**src/rtl/jtframe_mist_dwnld_pkg.sv**
```systemverilog
// jtframe_mist_pkg: command codes and FSM state type shared by the MiST download receiver
package jtframe_mist_pkg;

   localparam logic [7:0] CMD_FILE_TX  = 8'h53;
   localparam logic [7:0] CMD_FILE_DAT = 8'h54;
   localparam logic [7:0] CMD_FILE_IDX = 8'h55;

   typedef enum logic [2:0] {IDLE, CMD, INDEX, TXCTL, DATA, SKIP} state_t;

   // Maps the first byte of a frame to the state that consumes its payload
   function automatic state_t decode_cmd(input logic [7:0] c);
      return c == CMD_FILE_IDX ? INDEX :
             c == CMD_FILE_TX  ? TXCTL :
             c == CMD_FILE_DAT ? DATA  : SKIP;
   endfunction

endpackage

```
**src/rtl/jtframe_mist_dwnld_if.sv**
```systemverilog
// jtframe_mist_dwnld_if: ioctl download bus from the SPI receiver to the SDRAM loader
interface jtframe_mist_dwnld_if #(parameter int AW = 25);

   logic [7:0]    ioctl_index;
   logic [AW-1:0] ioctl_addr;
   logic [7:0]    ioctl_dout;
   logic          ioctl_wr;
   logic          downloading;
   logic          ovf;

   modport master(output ioctl_index, ioctl_addr, ioctl_dout, ioctl_wr, downloading, ovf);
   modport slave (input  ioctl_index, ioctl_addr, ioctl_dout, ioctl_wr, downloading, ovf);

endinterface

```
**src/rtl/jtframe_mist_dwnld_spi_rx.sv**
```systemverilog
// jtframe_spi_rx: synchronises the SPI pins and assembles MSB-first bytes within SS2-low frames
module jtframe_spi_rx #(parameter int SYNC = 2) (
   input  logic       clk,
   input  logic       rst,
   input  logic       sck,
   input  logic       ss,
   input  logic       di,
   output logic       byte_valid,
   output logic [7:0] rx_byte,
   output logic       frame_start,
   output logic       frame_end
);

   logic [SYNC-1:0] sck_s, ss_s, di_s;
   logic            sck_d, ss_d, sck_rise;
   logic [6:0]      sr;
   logic [2:0]      bit_cnt;

   // Sync flops reset to 0 so a frame already in progress at reset release gives no start edge
   always_ff @(posedge clk or posedge rst) begin
      if (rst) begin
         sck_s   <= '0;
         ss_s    <= '0;
         di_s    <= '0;
         sck_d   <= 1'b0;
         ss_d    <= 1'b0;
         sr      <= '0;
         bit_cnt <= '0;
      end else begin
         sck_s <= {sck_s[SYNC-2:0], sck};
         ss_s  <= {ss_s[SYNC-2:0], ss};
         di_s  <= {di_s[SYNC-2:0], di};
         sck_d <= sck_s[SYNC-1];
         ss_d  <= ss_s[SYNC-1];
         if (ss_s[SYNC-1]) bit_cnt <= '0;
         else if (sck_rise) begin
            sr      <= {sr[5:0], di_s[SYNC-1]};
            bit_cnt <= bit_cnt + 3'd1;
         end
      end
   end

   // The completing bit is merged combinationally so the byte reaches the FSM one clk earlier
   always_comb begin
      sck_rise    = sck_s[SYNC-1] & ~sck_d & ~ss_s[SYNC-1];
      byte_valid  = sck_rise & (bit_cnt == 3'd7);
      rx_byte     = {sr, di_s[SYNC-1]};
      frame_start = ~ss_s[SYNC-1] & ss_d;
      frame_end   = ss_s[SYNC-1] & ~ss_d;
   end

endmodule

```
**src/rtl/jtframe_mist_dwnld.sv**
```systemverilog
// jtframe_mist_dwnld: MiST SPI file-transfer receiver driving the ioctl download bus
module jtframe_mist_dwnld
   import jtframe_mist_pkg::*;
#(
   parameter int AW   = 25,
   parameter int SYNC = 2
) (
   input  logic clk,
   input  logic rst,
   input  logic SPI_SCK,
   input  logic SPI_SS2,
   input  logic SPI_DI,
   jtframe_mist_dwnld_if.master io
);

   logic        byte_valid, frame_start, frame_end;
   logic [7:0]  rx_byte;
   logic [AW:0] cnt;
   state_t      st;

   jtframe_spi_rx #(.SYNC(SYNC)) u_rx (
      .clk         (clk),
      .rst         (rst),
      .sck         (SPI_SCK),
      .ss          (SPI_SS2),
      .di          (SPI_DI),
      .byte_valid  (byte_valid),
      .rx_byte     (rx_byte),
      .frame_start (frame_start),
      .frame_end   (frame_end)
   );

   // Command FSM; cnt carries one extra bit so passing all-ones is seen as overflow instead of a wrap
   always_ff @(posedge clk or posedge rst) begin
      if (rst) begin
         st             <= IDLE;
         cnt            <= '0;
         io.ioctl_index <= '0;
         io.ioctl_addr  <= '0;
         io.ioctl_dout  <= '0;
         io.ioctl_wr    <= 1'b0;
         io.downloading <= 1'b0;
         io.ovf         <= 1'b0;
      end else begin
         io.ioctl_wr <= 1'b0;
         if (frame_end) st <= IDLE;
         else if (frame_start) st <= CMD;
         else if (byte_valid) begin
            case (st)
               CMD:   st <= decode_cmd(rx_byte);
               INDEX: io.ioctl_index <= rx_byte;
               TXCTL: begin
                  io.downloading <= |rx_byte;
                  if (|rx_byte) begin
                     cnt    <= '0;
                     io.ovf <= 1'b0;
                  end
               end
               DATA: if (io.downloading) begin
                  if (cnt[AW]) io.ovf <= 1'b1;
                  else begin
                     io.ioctl_addr <= cnt[AW-1:0];
                     io.ioctl_dout <= rx_byte;
                     io.ioctl_wr   <= 1'b1;
                     cnt           <= cnt + (AW+1)'(1);
                  end
               end
               default: ;
            endcase
         end
      end
   end

endmodule

```
**src/flat_wrapper.sv**
```systemverilog
// flat-port wrapper written by rule: the top's interface ports become plain ports
module jtframe_mist_dwnld_flat import jtframe_mist_pkg::*;
#(
   parameter int AW   = 25,
   parameter int SYNC = 2
)
  (clk, rst, SPI_SCK, SPI_SS2, SPI_DI, io_ioctl_index, io_ioctl_addr, io_ioctl_dout, io_ioctl_wr, io_downloading, io_ovf);
  jtframe_mist_dwnld_if #(.AW(AW)) io_i ();
  input  logic clk;
  input  logic rst;
  input  logic SPI_SCK;
  input  logic SPI_SS2;
  input  logic SPI_DI;
  output wire logic [$bits(io_i.ioctl_index)-1:0] io_ioctl_index;
  output wire logic [$bits(io_i.ioctl_addr)-1:0] io_ioctl_addr;
  output wire logic [$bits(io_i.ioctl_dout)-1:0] io_ioctl_dout;
  output wire logic [$bits(io_i.ioctl_wr)-1:0] io_ioctl_wr;
  output wire logic [$bits(io_i.downloading)-1:0] io_downloading;
  output wire logic [$bits(io_i.ovf)-1:0] io_ovf;
  assign io_ioctl_index = io_i.ioctl_index;
  assign io_ioctl_addr = io_i.ioctl_addr;
  assign io_ioctl_dout = io_i.ioctl_dout;
  assign io_ioctl_wr = io_i.ioctl_wr;
  assign io_downloading = io_i.downloading;
  assign io_ovf = io_i.ovf;
  jtframe_mist_dwnld #(.AW(AW), .SYNC(SYNC)) u_core (.clk(clk), .rst(rst), .SPI_SCK(SPI_SCK), .SPI_SS2(SPI_SS2), .SPI_DI(SPI_DI), .io(io_i));
endmodule
```
**config.mk**
```make
export PLATFORM = sky130hd
export DESIGN_NAME = jtframe_mist_dwnld_flat
export DESIGN_NICKNAME = d
export VERILOG_FILES = /design/src/rtl/jtframe_mist_dwnld_pkg.sv /design/src/rtl/jtframe_mist_dwnld_if.sv /design/src/rtl/jtframe_mist_dwnld_spi_rx.sv /design/src/rtl/jtframe_mist_dwnld.sv /design/src/flat_wrapper.sv
export SDC_FILE = /design/constraint.sdc
export NUM_CORES = 1
export LEC_CHECK = 0
export ABC_AREA = 1
export CORE_MARGIN = 3
export CORE_UTILIZATION = 50
export CTS_CLUSTER_DIAMETER = 150
export DETAILED_ROUTE_END_ITERATION = 10
export GPL_TIMING_DRIVEN = 0
export PLACE_DENSITY = 0.75
export SLEW_MARGIN = 20
export SYNTH_ARGS = -nofsm -noshare
export SYNTH_HDL_FRONTEND = slang
export SYNTH_SLANG_ARGS = --single-unit
```
**constraint.sdc**
```tcl
create_clock -name clk -period 3 [get_ports clk]
set_clock_uncertainty 0.2 [all_clocks]
set_input_delay 0.6 -clock clk [delete_from_list [all_inputs] [get_ports clk]]
set_output_delay 0.6 -clock clk [all_outputs]
set_load 0.05 [all_outputs]
```
# After elaboration in Yosys (flattened, before gate mapping)

Cells that the tools add are included.

Register bits: 91
Bits in latches: 0
Bits in writable memories: 0
ROM bits: 0
Input bits: 5
Output and inout bits: 44
Word-level logic and storage cells: 77
Memories kept: 0

Add/sub/neg operators: 2
Multipliers: 0
Divide/modulo/power cells: 0
$lt $le $gt $ge: 0
Equality and inequality tests: 12
Shifts and indexed selects: 0
Muxes and demuxes: 23
Bitwise operators: 11
Reductions and logical operators: 13

Operator list:

| cell                    | count |
|---|---|
| $mux W26                | 3 |
| $pmux W26 S2            | 1 |
| $add A26 B1 Y26 const B | 1 |
| $eq A8 B7 Y1 const B    | 3 |
| $mux W3                 | 8 |
| $reduce_and A7 Y1       | 2 |
| $reduce_and A6 Y1       | 2 |
| $mux W1                 | 10 |
| $reduce_and A4 Y1       | 2 |
| $reduce_or A8 Y1        | 1 |
| $eq A3 B2 Y1 const B    | 2 |
| $eq A3 B3 Y1 const B    | 2 |
| $ne A2 B1 Y1 const B    | 3 |
| $not A1 Y1              | 6 |
| $reduce_bool A3 Y1      | 2 |
| $and A1 B1 Y1           | 5 |
| $reduce_and A2 Y1       | 2 |
| $reduce_bool A2 Y1      | 2 |
| $add A3 B1 Y3 const B   | 1 |
| $eq A3 B1 Y1 const B    | 1 |
| $ne A2 B2 Y1 const B    | 1 |
| $pmux W1 S2             | 1 |

# Depth between registers and ports, before layout

Gate-level depths: netlist (run 1).

Depth in word-level cells: 8
Mapped depth: 12
Depth with buffers taken out: 10

# By module

A second synthesis (run 1) with hierarchy kept.

Cell total of the unflattened synthesis: 504
Area, all modules: 4,204.0 um^2

Modules (own cells, without submodules):

| module             | instances | cells each | area each (um^2) |
|---|---|---|---|
| jtframe_mist_dwnld | 1         | 438        | 3,502.1 |
| jtframe_spi_rx     | 1         | 66         | 701.9 |

# Worst setup path before layout (run 1)

Ideal clock, no wire load.

Path kind: flip-flop to flip-flop
From: reg u_core.u_rx.ss_s[1]
To: reg u_core.cnt[19]
Arrival: 1.634 ns
Required time: 2.683 ns
Slack: 1.049 ns
Cell stages (with the launch flop): 12
Path buffers: 1
Period minus slack after synthesis: 1.951 ns
Cell sequence: dfrtp_1 -> inv_2 -> ha_1 -> nor2_1 -> nand2_1 -> inv_2 -> nand3_2 -> buf_2 -> nor2_1 -> nand2_1 -> nand2_1 -> nor2_1

Longest elaborated chain between the ends: 4
Elaborated cells on any way between the ends: 8
Classes of those cells: bitwise: 7; reduce/logical: 1

Ends and longest elaborated chain:

| what                                        | RTL line                                                         | text |
|---|---|---|
| start: declaration                          | jtframe_mist_dwnld_spi_rx.sv:14                                  | `logic [SYNC-1:0] sck_s, ss_s, di_s;` |
| start signal: assignment                    | jtframe_mist_dwnld_spi_rx.sv:31                                  | `ss_s <= {ss_s[SYNC-2:0], ss};` |
| $not A1 Y1 (no source line)                 | --                                                               |  |
| $and A1 B1 Y1 (on tied branches)            | jtframe_mist_dwnld_spi_rx.sv:45, jtframe_mist_dwnld_spi_rx.sv:48 |  |
| $and A1 B1 Y1 or $not A1 Y1 (tied branches) | --                                                               |  |
| $reduce_and A7 Y1 (no source line) (*)      | --                                                               |  |
| end signal: assignment                      | jtframe_mist_dwnld.sv:65                                         | `cnt <= cnt + (AW+1)'(1);` |
| end: declaration                            | jtframe_mist_dwnld.sv:18                                         | `logic [AW:0] cnt;` |

Mark *: on every way between the ends. The rest lies on a longest branch, timed or not.
A chain may end at the register's enable or synchronous reset.

# Worst setup path after layout (run 1)

From: reg u_core.io.downloading
To: out io_downloading

RTL lines:

| what                     | RTL line                    | text |
|---|---|---|
| start: declaration       | jtframe_mist_dwnld_if.sv:11 | `modport master(output ioctl_index, ioctl_addr, ioctl_dout, ioctl_wr, downloading, ovf);` |
| start signal: assignment | jtframe_mist_dwnld.sv:53    | `io.downloading <= \|rx_byte;` |
| end: declaration         | flat_wrapper.sv:18          | `output wire logic [$bits(io_i.downloading)-1:0] io_downloading;` |

No word-level cell between the ends.

==> results of run 1 <==
==> area by class of cell <==
cell class / count / share of cell area
Timing Repair Buffer: 50 / 0.106
Buffer: 14 / 0.0145
Multi-Input combinational cell: 349 / 0.321
Sequential cell: 91 / 0.462
Clock buffer: 11 / 0.0287
Clock inverter: 5 / 0.0122
Tap cell: 102 / 0.0259
Inverter: 39 / 0.0305
==> Yosys cell counts (2+ instances only) <==
cell type,instances
nand2_1,161
dfrtp_1,91
nor2_1,59
o21ai_0,33
inv_1,32
nand3_1,26
a21oi_1,17
o21ai_1,14
nor3_1,11
inv_2,7
buf_2,6
nand4_1,6
clkbuf_1,5
ha_1,5
xor2_1,4
buf_4,3
nor2_2,2
nor2_4,2
==> how the worst max path moves through the flow <==
stage | to | slack [ns] | depth (start not counted)
final | io_downloading | 0.52 | 1
after global routing | io_downloading | 0.44 | 1
after detailed placement | u_core.cnt[16] | 0.77 | 9
after global placement | u_core.io.ioctl_addr[22] | 0.20 | 2
after CTS | io_downloading | 0.50 | 1
after floorplan | u_core.cnt[19] | 1.05 | 11
==> state kept, by name, summed over array words and instances, names as in the netlist, 2 cells and up <==
signal / flops
u_core.u_rx.bit_cnt: 3
u_core.u_rx.sck_s: 2
u_core.io.ioctl_addr: 25
u_core.u_rx.di_s: 2
u_core.u_rx.sr: 7
u_core.io.ioctl_dout: 8
u_core.st: 3
u_core.io.ioctl_index: 8
u_core.u_rx.ss_s: 2
u_core.cnt: 26
==> power by group <==
| group | switching, uW | internal, uW |
|---|---|---|
| logic | 147 | 58.2 |
| clock network | 431 | 411 |
| registers | 44.2 | 1270 |
==> through the flow <==
| stage | power [uW] | setup WS [ns] | util |
|---|---|---|---|
| floorplan | 1470 | 1.05 | - |
| global placement | 1520 | 0.204 | 0.600 |
| detailed placement | 1540 | 0.767 | 0.606 |
| CTS | 2370 | 0.502 | 0.631 |
| global route | 2470 | 0.445 | 0.631 |
| finish | 2360 | 0.521 | 0.631 |
==> per-layer routing <==
layer	up-vias	part of all wire
met5	-	0
met4	0	0.012
met3	10	0.040
met2	83	0.47
met1	1624	0.48
li1	1695	-
==> logic make-up (layout without fill, tap and decap cells) <==
logic type / Yosys count / count (layout) / synth area share
AO/OA/AOI/OAI: 68 / 68 / 0.0859
XOR/XNOR: 4 / 4 / 0.00859
adder cells (fa/ha/maj): 5 / 5 / 0.0153
buffers and inverters: 53 / 119 / 0.0534
flip-flops: 91 / 91 / 0.559
AND/OR/NAND/NOR: 272 / 272 / 0.278
==> run summary, run 1 <==
Hold-fix buffers, CTS -> 0
Area Growth Syn to Fin -> 20.9%
hold path start -> u_core.u_rx.ss_s[0]
Post CTS Setup Buffer Count -> 0
Hold Slack -> 0.153 ns
CP startpoint kind -> flop
clock root cell -> clkbuf_8
port bufs -> 48
post-layout minimum cycle time -> 2.48 ns
leak pwr -> 0.00235 uW
dpl cells -> 645
pin count of the biggest net entering global routing -> 35
async set-or-reset flop fraction in the synthesized netlist -> 1.00
r2r endpoint -> u_core.cnt[17]
DRT Pass-1 Iters -> 4
fillcell total -> 680
CP top delay family -> buffers and inverters
outcome -> completed
Synthesis Warnings -> 0
crit path capture type -> output pin
aggregate global routing overflow -> 0
CP Data Required Time -> 2.20 ns
period utilization -> 0.826
CTS tree -> done
Worst R2R Start -> u_core.u_rx.ss_s[1]
Core Area -> 7810 sq um
mean post-synth cell area -> 8.27 sq um
nets -> 564
Worst Path Arrival -> 1.68 ns
Die Area -> 9270 sq um
via count of the routed design -> 3,412
row cnt -> 32
initial antenna violation count -> 0
ANT nets after route -> 0
DP HPWL -> 6570 microns
post-route insts no fill -> 661
drt first-iter violations -> 173
placed cell areas -> 4730 sq um
final setup violation count -> 0
GR Layer Usage met2 -> 0.342
total negative slack -> 0 ns
met3 usage in global routing -> 0.0305
number of synthesized flops with an enable pin -> 0
Crit. Startpoint -> u_core.io.downloading
syn_nets -> 503
most frequent cells in the layout -> 161 x nand2_1, 91 x dfrtp_1, 59 x nor2_1, 48 x clkdlybuf4s50_1, 33 x o21ai_0
share of cells above drive strength 1 -> 0.0751
Antenna Cells -> 0
Worst-Skew Late Latency -> 0.36 ns
CTS resizes -> 0
Rel. slew slack -> 0.591
number of max-cap violations -> 0
# clock sinks -> 91
Hold Crit Endpoint -> u_core.u_rx.ss_s[1]
worst-path fanout max -> 5
r2r setup slk -> 0.75 ns
Synth Flop Type -> dfrtp_1
Fmax -> 403 MHz
Critical Path, Cell by Cell -> clkdlybuf4s50_1
Area contributors post-synth -> dfrtp_1 56%, nand2_1 15%, nor2_1 5.4%
Hold Path Depth -> 0
CTS H-tree lvls -> 3
cell area power density -> 478 nW/um^2
RSZ-0062 raised after global routing -> false
register area -> 2280 sq um
Num CTS Buffers -> 9
Top-Level Pins -> 49
vias in the first global route -> 3,319
Worst-path clk slew -> 0.09 ns
met1 usage in global routing -> 0.300
Worst Hold Class -> reg -> reg
Starting Density -> 0.522
FF-to-FF path depth -> 9
final instance area -> 4930 sq um
Seq/Total Area, Yosys -> 0.559
die width -> 96.3 microns
top-area cell type share of the netlist area -> 0.559
most common cell after layout, fill and taps aside -> nand2_1
distinct cell type count after synthesis -> 27
Remaining DRCs -> 0
Worst-Margin Slew -> 0.612 ns
drt total wl -> 8860 microns
crit path kind -> reg -> out
#FFs+latches synth -> 91
netlist area before placement -> 4080 sq um
Clock Path Buffers -> 2
Die H -> 96.3 microns
RD Place Congestion -> 0.905
Buf+Inv Stages, Crit Path -> 1
overall global routing resource usage -> 0.213
wire per inst -> 13.4 microns
first-pass GRT wire length -> 15,300 microns
Final Max Slew Viols -> 0
Avg Vias per Cell -> 5.16
largest vdd supply drop -> 0.000220 V
Hold Vio Cnt, Final -> 0
Worst path max stage delay -> 0.85 ns
Multi-input gate area -> 1580 sq um
CP max-delay cell -> clkdlybuf4s50_1
Most Crowded Layer GR -> met2
cells after synthesis -> 493
leading area contributor after synthesis -> dfrtp_1
(Power assumes the default switching activity.)
==> run 2: changes to the inputs <==
CORE_UTILIZATION = 55   (was 50)
PLACE_DENSITY = 0.78   (was 0.75)
clock period = 2.3 ns   (was 3 ns; I/O delays follow)
==> run 2 against run 1 <==
Against the previous run:
- cell count fell by 0.61%
- critical path depth unchanged
- design area grew 1.0%
- register-to-register slack worse by 0.63 ns
- core utilization rose by 8.2 points
- critical path type unchanged
- largest cell class unchanged
==> run summary, run 2 (synthesis gave the netlist of run 1 again) <==
outcome -> completed (unchanged)
Worst-Margin Slew -> 0.552 ns (was 0.612 ns)
drt total wl -> 9110 microns (was 8860 microns)
Worst R2R Start -> u_core.u_rx.bit_cnt[0] (was u_core.u_rx.ss_s[1])
r2r endpoint -> u_core.cnt[5] (was u_core.cnt[17])
crit path capture type -> output pin (unchanged)
ANT nets after route -> 0 (unchanged)
Critical Path, Cell by Cell -> clkdlybuf4s50_1 (unchanged)
overall global routing resource usage -> 0.232 (was 0.213)
port bufs -> 48 (unchanged)
Largest Register -> u_core.cnt (unchanged)
total negative slack -> 0 ns (unchanged)
placed cell areas -> 4760 sq um (was 4730 sq um)
Num CTS Buffers -> 9 (unchanged)
Hold Path Depth -> 0 (unchanged)
final setup violation count -> 0 (unchanged)
Clock Path Buffers -> 2 (unchanged)
Starting Density -> 0.584 (was 0.522)
Worst path max stage delay -> 0.81 ns (was 0.85 ns)
largest vdd supply drop -> 0.000523 V (was 0.000220 V)
aggregate global routing overflow -> 0 (unchanged)
Worst Hold Class -> reg -> reg (unchanged)
first-pass GRT wire length -> 15,900 microns (was 15,300 microns)
cell area power density -> 627 nW/um^2 (was 478 nW/um^2)
# clock sinks -> 91 (unchanged)
row cnt -> 30 (was 32)
crit path kind -> reg -> out (unchanged)
Crit. Startpoint -> u_core.io.ioctl_index[2] (was u_core.io.downloading)
Core Area -> 6980 sq um (was 7810 sq um)
number of flip-flops in the largest register -> 26 (unchanged)
worst-path fanout max -> 2 (was 5)
dpl cells -> 640 (was 645)
most common cell after layout, fill and taps aside -> nand2_1 (unchanged)
RD Place Congestion -> 0.896 (was 0.905)
Top-Level Pins -> 49 (unchanged)
Rel. slew slack -> 0.629 (was 0.591)
FF-to-FF path depth -> 10 (was 9)
Hold Vio Cnt, Final -> 0 (unchanged)
Fmax -> 452 MHz
post-layout minimum cycle time -> 2.21 ns
DP HPWL -> 6590 microns (was 6570 microns)
hold path start -> u_core.u_rx.di_s[0] (was u_core.u_rx.ss_s[0])
share of cells above drive strength 1 -> 0.0820 (was 0.0751)
Avg Vias per Cell -> 5.35 (was 5.16)
final instance area -> 4980 sq um (was 4930 sq um)
Buf+Inv Stages, Crit Path -> 1 (unchanged)
most frequent cells in the layout -> 161 x nand2_1, 91 x dfrtp_1, 58 x nor2_1, 47 x clkdlybuf4s50_1, 33 x o21ai_0 (was 161 x nand2_1, 91 x dfrtp_1, 59 x nor2_1, 48 x clkdlybuf4s50_1, 33 x o21ai_0)
DRT Pass-1 Iters -> 5 (was 4)
Remaining DRCs -> 0 (unchanged)
pin count of the biggest net entering global routing -> 27 (was 35)
Worst-Skew Late Latency -> 0.36 ns (about the same)
vias in the first global route -> 3,502 (was 3,319)
RSZ-0062 raised after global routing -> false (unchanged)
post-route insts no fill -> 657 (was 661)
leak pwr -> 0.00238 uW (was 0.00235 uW)
met3 usage in global routing -> 0.0320 (was 0.0305)
die width -> 92.1 microns (was 96.3 microns)
via count of the routed design -> 3,516 (was 3,412)
CTS H-tree lvls -> 3 (unchanged)
r2r setup slk -> 0.12 ns (was 0.75 ns)
CP Data Required Time -> 1.64 ns (was 2.20 ns)
initial antenna violation count -> 0 (unchanged)
fillcell total -> 552 (was 680)
drt first-iter violations -> 331 (was 173)
met1 usage in global routing -> 0.324 (was 0.300)
Hold-fix buffers, CTS -> 0 (unchanged)
CP startpoint kind -> flop (unchanged)
Antenna Cells -> 0 (unchanged)
Die H -> 92.1 microns (was 96.3 microns)
Area Growth Syn to Fin -> 22.2% (was 20.9%)
GR Layer Usage met2 -> 0.369 (was 0.342)
Worst-path clk slew -> 0.08 ns (was 0.09 ns)
Worst Path Arrival -> 1.55 ns (was 1.68 ns)
Final Max Slew Viols -> 0 (unchanged)
period utilization -> 0.962
Setup WS pre-CTS -> 0.0824 ns (was 0.767 ns)
wire per inst -> 13.9 microns (was 13.4 microns)
nets -> 566 (was 564)
CP top delay family -> buffers and inverters (unchanged)
Most Crowded Layer GR -> met2 (unchanged)
largest registers -> u_core.cnt: 26 flops, u_core.io.ioctl_addr: 25 flops (unchanged)
CTS tree -> done (unchanged)
Final WS setup -> 0.0881 ns (was 0.521 ns)
CP max-delay cell -> clkdlybuf4s50_1 (unchanged)
clock root cell -> clkbuf_8 (unchanged)
Die Area -> 8480 sq um (was 9270 sq um)
number of max-cap violations -> 0 (unchanged)
Hold Crit Endpoint -> u_core.u_rx.di_s[1] (was u_core.u_rx.ss_s[1])
## run 2: what timing repair did
| action | CTS | global route |
|---|---|---|
| setup buffers | 0 | 1 |
| pin swaps | 0 | 2 |
| gates resized for setup | 1 | 3 |
| setup endpoints to repair | 1 | 19 |
## run 2: metrics by stage
stage | util | hold slack [ns] | power, uW
5_1_grt | 0.713 | 0.169 | 3250
3_3_place_gp | 0.670 | 0.132 | 1980
2_1_floorplan | - | 0.131 | 1920
3_5_place_dp | 0.681 | 0.136 | 2010
6_report | 0.713 | 0.148 | 3120
4_1_cts | 0.712 | 0.147 | 3140
## run 2: how the worst max path moves through the flow
stage | end | cells after the start
after floorplan | u_core.cnt[19] | 11
after global placement | u_core.cnt[24] | 2
after detailed placement | u_core.cnt[5] | 9
after CTS | u_core.cnt[8] | 9
after global routing | u_core.cnt[5] | 10
final | io_ioctl_index[2] | 1
## run 2: layout make-up
| class | count | area [sq um] | share of cell area |
|---|---|---|---|
| Buffer | 14 | 72.6 | 0.0146 |
| Clock inverter | 3 | 45.0 | 0.00905 |
| Tap cell | 96 | 120 | 0.0241 |
| Sequential cell | 91 | 2280 | 0.457 |
| Inverter | 39 | 150 | 0.0302 |
| Clock buffer | 13 | 169 | 0.0339 |
| Timing Repair Buffer | 52 | 562 | 0.113 |
| Multi-Input combinational cell | 349 | 1580 | 0.318 |
## run 2: report_power, final
part	switching, uW	total, uW	internal [uW]	leakage, uW
Sequential	58.5	1710	1650	0.00124
Combinational	200	282	82.4	0.00103
Clock	541	1130	592	0.000102
Total	800	3120	2320	0.00238
## run 2: routing by layer
layer,up-vias,part of all wire
met4,0,0.021
met3,15,0.048
met2,115,0.47
met5,-,0
met1,1688,0.46
li1,1698,-
==> run 3: changes to the inputs <==
CORE_UTILIZATION = 58   (was 55)
CTS_BUF_LIST = sky130_fd_sc_hd__clkbuf_2   (was default)
PLACE_DENSITY = 0.82   (was 0.78)
SKIP_CTS_REPAIR_TIMING = 1   (was default)
==> run 3 against run 2 <==
Against the previous run:
- highest routed layer unchanged
- clock-buffer cell count fell by 3
- setup slack improved by 0.054 ns
- design area fell by 0.93%
- via count rose by 0.37%
==> run summary, run 3 (synthesis gave the netlist of run 1 again) <==
initial antenna violation count -> 0 (unchanged)
ANT nets after route -> 0 (unchanged)
largest vdd supply drop -> 0.000396 V (was 0.000523 V)
Hold Vio Cnt, Final -> 0 (unchanged)
wire per inst -> 13.7 microns (was 13.9 microns)
Worst Path Arrival -> 1.50 ns (was 1.55 ns)
Worst-Skew Late Latency -> 0.54 ns (was 0.36 ns)
final instance area -> 4930 sq um (was 4980 sq um)
Worst path max stage delay -> 0.50 ns (was 0.81 ns)
Num CTS Buffers -> 9 (unchanged)
Final Max Slew Viols -> 0 (unchanged)
dpl cells -> 636 (was 640)
CP startpoint kind -> flop (unchanged)
post-layout minimum cycle time -> 2.16 ns (was 2.21 ns)
share of cells above drive strength 1 -> 0.0786 (was 0.0820)
final setup violation count -> 0 (unchanged)
crit path kind -> reg -> out (unchanged)
CP Data Required Time -> 1.64 ns (about the same)
row cnt -> 29 (was 30)
drt total wl -> 8940 microns (was 9110 microns)
crit path capture type -> output pin (unchanged)
die width -> 89.8 microns (was 92.1 microns)
Clock Path Buffers -> 2 (unchanged)
Worst-path clk slew -> 0.23 ns (was 0.08 ns)
worst-path fanout max -> 5 (was 2)
pin count of the biggest net entering global routing -> 33 (was 27)
Buf+Inv Stages, Crit Path -> 1 (unchanged)
placed cell areas -> 4720 sq um (was 4760 sq um)
via count of the routed design -> 3,529 (was 3,516)
period utilization -> 0.938 (was 0.962)
Avg Vias per Cell -> 5.40 (was 5.35)
port bufs -> 48 (unchanged)
most frequent cells in the layout -> 161 x nand2_1, 91 x dfrtp_1, 57 x nor2_1, 44 x dlymetal6s2s_1, 33 x o21ai_0 (was 161 x nand2_1, 91 x dfrtp_1, 58 x nor2_1, 47 x clkdlybuf4s50_1, 33 x o21ai_0)
number of flip-flops in the largest register -> 26 (unchanged)
RD Place Congestion -> 0.888 (was 0.896)
# clock sinks -> 91 (unchanged)
Die H -> 89.8 microns (was 92.1 microns)
cell area power density -> 536 nW/um^2 (was 627 nW/um^2)
Die Area -> 8070 sq um (was 8480 sq um)
Worst R2R Start -> u_core.u_rx.bit_cnt[0] (unchanged)
overall global routing resource usage -> 0.225 (was 0.232)
Starting Density -> 0.621 (was 0.584)
most common cell after layout, fill and taps aside -> nand2_1 (unchanged)
Remaining DRCs -> 0 (unchanged)
leak pwr -> 0.00313 uW (was 0.00238 uW)
drt first-iter violations -> 189 (was 331)
nets -> 566 (unchanged)
DP HPWL -> 6480 microns (was 6590 microns)
number of max-cap violations -> 0 (unchanged)
CTS H-tree lvls -> 3 (unchanged)
outcome -> completed (unchanged)
Fmax -> 463 MHz (was 452 MHz)
largest registers -> u_core.cnt: 26 flops, u_core.io.ioctl_addr: 25 flops (unchanged)
post-route insts no fill -> 653 (was 657)
Worst Hold Class -> in -> async (was reg -> reg)
Worst-Margin Slew -> 0.658 ns (was 0.552 ns)
Area Growth Syn to Fin -> 21.0% (was 22.2%)
CP top delay family -> flip-flops (was buffers and inverters)
aggregate global routing overflow -> 0 (unchanged)
CTS tree -> done (unchanged)
clock root cell -> clkbuf_2 (was clkbuf_8)
Core Area -> 6570 sq um (was 6980 sq um)
Critical Path, Cell by Cell -> dlymetal6s2s_1 (was clkdlybuf4s50_1)
vias in the first global route -> 3,273 (was 3,502)
DRT Pass-1 Iters -> 4 (was 5)
Crit. Startpoint -> u_core.io.downloading (was u_core.io.ioctl_index[2])
Rel. slew slack -> 0.560 (was 0.629)
Antenna Cells -> 0 (unchanged)
Top-Level Pins -> 49 (unchanged)
first-pass GRT wire length -> 15,000 microns (was 15,900 microns)
CP max-delay cell -> dfrtp_1 (was clkdlybuf4s50_1)
Largest Register -> u_core.cnt (unchanged)
==> run 3: metrics by stage <==
step	setup slack (ns)	setup TNS [ns]	total power (uW)	hold WS, ns	util
3_3_place_gp	-0.354	-31.88	1980	0.132	0.712
2_1_floorplan	0.349	0	1920	0.131	-
3_5_place_dp	0.0677	0	2000	0.138	0.718
4_1_cts	-0.280	-5.78	2650	0.0938	0.731
5_1_grt	-0.0319	-0.0873	2750	0.0964	0.751
6_report	0.142	0	2650	0.107	0.751
==> run 3: final timing paths <==
path	endpoint	slack (ns)	cells after the start
hold / removal	u_core.io.ioctl_index[6]	0.11	2
setup / recovery	io_downloading	0.14	1
setup reg to reg	u_core.io.ioctl_index[1]	0.16	7
min in group clk	u_core.u_rx.sck_s[0]	0.11	1
hold reg to reg	u_core.u_rx.ss_s[1]	0.18	0
max in group asynchronous	u_core.cnt[19]	1.19	3
==> run 3: area by class of cell <==
type                    count  area, sq um
multi-input cells         349         1590
fillers                   486         1630
well taps                  93          116
clock inverters             5         31.3
flip-flops and latches     91         2280
inverters                  39          150
repair buffers             52          646
plain buffers              14         71.3
clock buffers              10         50.0
==> run 3: where the power goes <==
group	switching, uW	total (uW)	internal [uW]	leakage (uW)
Sequential	55.5	1710	1650	0.00124
Clock	528	662	135	0.0000491
Combinational	195	273	78.4	0.00184
==> run 3: layer usage <==
layer / vias to the layer above / track usage / wire [microns]
li1: 1700 / - / -
met1: 1718 / 0.308 / 4110
met2: 98 / 0.362 / 4310
met3: 13 / 0.0392 / 378
met4: 0 / 0.0881 / 144
met5: - / 0 / 0
